===== config.mk =====
export PLATFORM = sky130hd
export DESIGN_NAME = barrel_shifter_pipe
export DESIGN_NICKNAME = d
export VERILOG_FILES = /design/src/rtl/barrel_shifter_pipe.sv
export SDC_FILE = /design/constraint.sdc
export NUM_CORES = 1
export LEC_CHECK = 0
export ABC_CLOCK_PERIOD_IN_PS = 3300
export BUFFER_PORTS_ARGS = -buffer_cell sky130_fd_sc_hd__clkbuf_2
export CAP_MARGIN = 5
export CORE_UTILIZATION = 45
export CTS_CLUSTER_DIAMETER = 30
export DETAILED_ROUTE_END_ITERATION = 10
export GPL_ROUTABILITY_DRIVEN = 0
export GPL_TIMING_DRIVEN = 1
export MAX_ROUTING_LAYER = met4
export PLACE_DENSITY = 0.69
export SLEW_MARGIN = 20
export SYNTH_ARGS = -nofsm -noshare
export SYNTH_HDL_FRONTEND = slang
export SYNTH_SLANG_ARGS = --single-unit

===== constraint.sdc =====
create_clock -name Clk -period 3.3 [get_ports Clk]
set_clock_uncertainty 0.05 [all_clocks]
set_input_delay 0.66 -clock Clk [delete_from_list [all_inputs] [get_ports Clk]]
set_output_delay 0.66 -clock Clk [all_outputs]
set_load 0.05 [all_outputs]

===== src/rtl/barrel_shifter_pipe.sv =====
// Pipelined barrel shifter: one stage per shift-magnitude bit, LSB stage first,
// with a valid/ready handshake that stalls the whole pipe when the output is held.
module barrel_shifter_pipe #(
    parameter int WIDTH = 16,
    localparam int SHW = $clog2(WIDTH)
) (
    input  logic             Clk,
    input  logic             Rst_n,
    input  logic             In_Valid,
    output logic             In_Ready,
    input  logic [WIDTH-1:0] Inp,
    input  logic [SHW-1:0]   Shift_Mag,
    input  logic [1:0]       Mode,
    output logic             Out_Valid,
    input  logic             Out_Ready,
    output logic [WIDTH-1:0] Outp
);

    logic [WIDTH-1:0] data_q  [SHW];
    logic [WIDTH-1:0] data_d  [SHW];
    logic             valid_q [SHW];
    logic             valid_d [SHW];
    logic [1:0]       mode_q  [SHW];
    logic [1:0]       mode_d  [SHW];
    logic [SHW-1:0]   mag_q   [SHW];
    logic [SHW-1:0]   mag_d   [SHW];
    logic             adv_s;

    // Arithmetic mode fills from the current MSB, which stays equal to the
    // original sign bit because every earlier stage preserved it.
    function automatic logic [WIDTH-1:0] shift_stage(
        input logic [WIDTH-1:0] d,
        input logic [1:0]       m,
        input int unsigned      s
    );
        logic [WIDTH-1:0] r;
        case (m)
            2'b00:   r = d >> s;
            2'b01:   r = $signed(d) >>> s;
            2'b10:   r = (d >> s) | (d << (WIDTH - s));
            2'b11:   r = d << s;
            default: r = d;
        endcase
        return r;
    endfunction

    // Pipeline advance and the externally visible handshake/result.
    always_comb begin
        Out_Valid = valid_q[SHW-1];
        Outp      = data_q[SHW-1];
        adv_s     = Out_Ready || !valid_q[SHW-1];
        In_Ready  = adv_s;
    end

    // Next value of every stage; each stage consumes the low magnitude bit
    // and passes the remaining bits on, shifted down.
    always_comb begin
        data_d[0]  = Shift_Mag[0] ? shift_stage(Inp, Mode, 32'd1) : Inp;
        valid_d[0] = In_Valid;
        mode_d[0]  = Mode;
        mag_d[0]   = Shift_Mag >> 1;
        for (int k = 1; k < SHW; k++) begin
            data_d[k]  = mag_q[k-1][0] ? shift_stage(data_q[k-1], mode_q[k-1], 32'd1 << k)
                                       : data_q[k-1];
            valid_d[k] = valid_q[k-1];
            mode_d[k]  = mode_q[k-1];
            mag_d[k]   = mag_q[k-1] >> 1;
        end
    end

    // Stage registers: cleared by reset, loaded together only when the pipe advances.
    always_ff @(posedge Clk or negedge Rst_n) begin
        if (!Rst_n) begin
            for (int k = 0; k < SHW; k++) begin
                data_q[k]  <= {WIDTH{1'b0}};
                valid_q[k] <= 1'b0;
                mode_q[k]  <= 2'b00;
                mag_q[k]   <= {SHW{1'b0}};
            end
        end else if (adv_s) begin
            for (int k = 0; k < SHW; k++) begin
                data_q[k]  <= data_d[k];
                valid_q[k] <= valid_d[k];
                mode_q[k]  <= mode_d[k];
                mag_q[k]   <= mag_d[k];
            end
        end
    end

endmodule


# Word level (Yosys, flattened, before mapping)
# Index checks and enable logic that the tools add are counted.
[word_totals]
output_inout_bits = 18
regBits = 80
[op_classes]
n_eq_ne = 12
reduce_logical = 6
mux = 8
bitwise = 4
[ops]
columns = ["cell", "n"]
rows = [
  ["$pmux 16 s4", 4],
  ["$mux 16", 4],
  ["$eq 2x2->1 const B", 8],
  ["$or 12x16->16", 1],
  ["$or 14x16->16", 1],
  ["$or 15x16->16", 1],
  ["$or 8x16->16", 1],
  ["$eq 2x1->1 const B", 4],
  ["$logic_not 2->1", 4],
  ["$logic_not 1->1", 1],
  ["$logic_or 1x1->1", 1],
]

# Longest topological paths before layout
[logic_depth]
ltp_word = 3
ltp_mapped = 7

# Worst setup path after synthesis
# OpenSTA, ideal clock, no wires.
[synth_timing]
path_type = "register to output"
from = "reg valid_q, in the netlist Out_Valid"
to = "out In_Ready"
t_arrival_ns = 1.321
stages_incl_launch_ff = 6
setup_slack_ns = 1.269
t_required_ns = 2.590
cell_sequence = "dfrtp_1 > nor2b_4 > buf_6 > inv_4 > buf_6 > buf_4"
[synth_via]
elab_chain_cells = 2
[synth_lines]
columns = ["element", "line_no", "source"]
rows = [
  ["from (decl)", "21", "logic valid_q [SHW];"],
  ["from (signal, indexed assignment)", "83", "valid_q[k] <= valid_d[k];"],
  ["$logic_not 1->1", "51", "adv_s = Out_Ready || !valid_q[SHW-1];"],
  ["$logic_or 1x1->1", "51", ""],
  ["to (decl)", "10", "output logic In_Ready,"],
]
# No other way between the ends.

# Final worst setup path
# Ends and elaborated chain as after synthesis.

==> metrics <==
num ports 44; post-DR vias/cell 5.27; Yosys top cell area share 46.1%; Setup crit end kind primary output; initial antenna violation count 0; worst rel slew slack 47.3%; hold crit path type input port to asynchronous set/reset pin; setup violators final 0; Pwr Density 974 nW/um^2; CTS tree built; clock root cell clkbuf_8; met2 wire len between 3 and 4 mm; Routed Antenna Nets 0; buffer count from post-CTS setup fixing 0; H-tree Lvls 3; r2r setup slk 1.58 ns; total power 4.54 mW; Metal-1 WL 3.92 mm; maxcap violations 0; top sig layer met4; minimum clock period about 2.2 ns; Nets between 500 and 600; vias 3243; largest net degree at the start of global routing 87; global-route wire length before repair 14.8 mm; met3 WL 265 microns; clk sinks 80; Initial DRC Count 118; Seq/Total Area, Yosys 46.1%; count of different cell masters after synthesis 34; CTS Buffer Depth 2; Core Area 9280 sq um; FP Rows 35; number of port buffers 43; Worst-Skew Late Latency 0.36 ns; CP max FO 45; Clk pin slew, worst setup/hold paths 0.08 ns; syn_nets 502; Req. time, crit path about 2.6 ns; HPWL Detailed 5.85 mm; Tcrit/Tclk final about two thirds; Area Overhead vs Synth 7.26%; commonest cells after routing, fill and taps aside nand2_1, dfrtp_1, clkbuf_2; Fin. Hold Viols 0; layout cells sized above 1 17.7%; WP data arrival ~1.5 ns; Max Slew Vio Count 0; synth warn 0; Cell Area, Synth 4340 sq um; Initial Util 46.8%; Leak Pwr 2.13 nW; CP Class register to primary output; Yosys reg bits 80; syn avg cell area 9.12 sq um; Post-CTS Hold Buffers 0; most common cell after layout, fill and taps aside nand2_1; multi-input logic area 1960 sq um; measured slew at the worst slew-check pin 0.791 ns; peak supply drop roughly 0.00040 V; RSZ-0062 raised after global routing false; Die ar. ~10000 sq um; register area approximately 2000 sq um; Synth area leader dfrtp_1; Startpoint Class register; Synth area leaders dfrtp_1, nand2_1, o21ai_0; drt first pass iters 4; Post-Route WL 8.28 mm; CTS Buf Count 9; Remaining DRCs 0; synthesized instance count between 400 and 500; FMAX about 0.44 GHz; Routed wire per std cell 13.5 microns; PostCTS Resize Cnt 0; status finished clean; Total Routing Usage GR 18.9%; Fill cells 920; Die Wd 100 microns; total negative slack 0 ns; vias in the first global route 3154; ant diodes 0; Die H roughly 100 microns; total grt overflow 0
cells by family after synthesis:
logic type             share of synthesized area, %
and+or+nand+nor                                20.6
AOI/OAI and AO/OA                              19.8
DFF                                            46.1
muxes                                          4.75
buffers and inverters                          8.79
cell usage after synthesis (all sizes together):
master and count:
a211oi 25, nand2b 1, nor2 20, buf 48
and3 29, inv 5, nand4 1, nand2 109
nand3b 13, nand3 2, a311oi 1, o211ai 15
mux2 5, a221oi 8, mux2i 15, o21ai 70
nor2b 11, a2bb2oi 2, a31oi 7, nor3 4
dfrtp 80, clkbuf 4, a21boi 1
metal layers:
| metal | vias to the layer above | global-route usage, % |
|---|---|---|
| met3 | 13 | 3.20 |
| li1 | 1663 | - |
| met2 | 57 | 30.6 |
| met5 | - | - |
| met1 | 1510 | 23.4 |
| met4 | 0 | 8.36 |
metrics by stage:
stage | hold slack (ns) | std cells | cell area, sq um | setup slack, ns | util, %
global route | 0.125 | 615 | 4660 | 0.940 | 50.2
finish | 0.126 | 615 | 4660 | 1.05 | 50.2
floorplan | 0.314 | 476 | 4340 | 1.27 | -
detailed placement | 0.401 | 598 | 4380 | 1.13 | 47.1
CTS | 0.420 | 614 | 4630 | 1.03 | 49.9
global placement | 0.391 | 598 | 4380 | 1.13 | 47.1
worst max-delay path: stages, from the launching register on:
cell      delay [ns]
dfrtp_1         0.38
nor2b_4         0.14
inv_4           0.30
clkbuf_2        0.35
registers in the layout (all words and copies together), names as in the netlist:
| signal | count |
|---|---|
| Outp | 16 |
| mode_d | 6 |
| Out_Valid | 1 |
| valid_d | 3 |
| data_q | 48 |
| mag_q | 3 |
| mag_d | 3 |
where the power goes:
| part | internal, mW | switching [mW] |
|---|---|---|
| registers | 1.42 | 0.468 |
| logic | 0.640 | 1.12 |
| clock network | 0.542 | 0.344 |
| total | 2.60 | 1.93 |
area by class of cell:
cell class	count	share of cell area, %
Multi-Input combinational cell	339	42.1
Clock inverter	5	2.20
Inverter	5	0.457
Timing Repair Buffer	46	5.59
Tap cell	129	3.46
Clock buffer	11	3.25
Sequential cell	80	43.0
worst paths after layout:
path,from,end,depth (start not counted)
worst min register to register,valid_d[0]$_DFFE_PN0P_,Out_Valid$_DFFE_PN0P_,1
worst max-delay path,Out_Valid$_DFFE_PN0P_,In_Ready,3
worst min-delay path,Rst_n,Outp[0]$_DFFE_PN0P_,1
min in group Clk,valid_d[0]$_DFFE_PN0P_,Out_Valid$_DFFE_PN0P_,1
max in group asynchronous,Rst_n,data_q[53]$_DFFE_PN0P_,2
worst max register to register,Out_Valid$_DFFE_PN0P_,data_q[31]$_DFFE_PN0P_,4
Note: power is estimated with default switching activity, not from simulation.
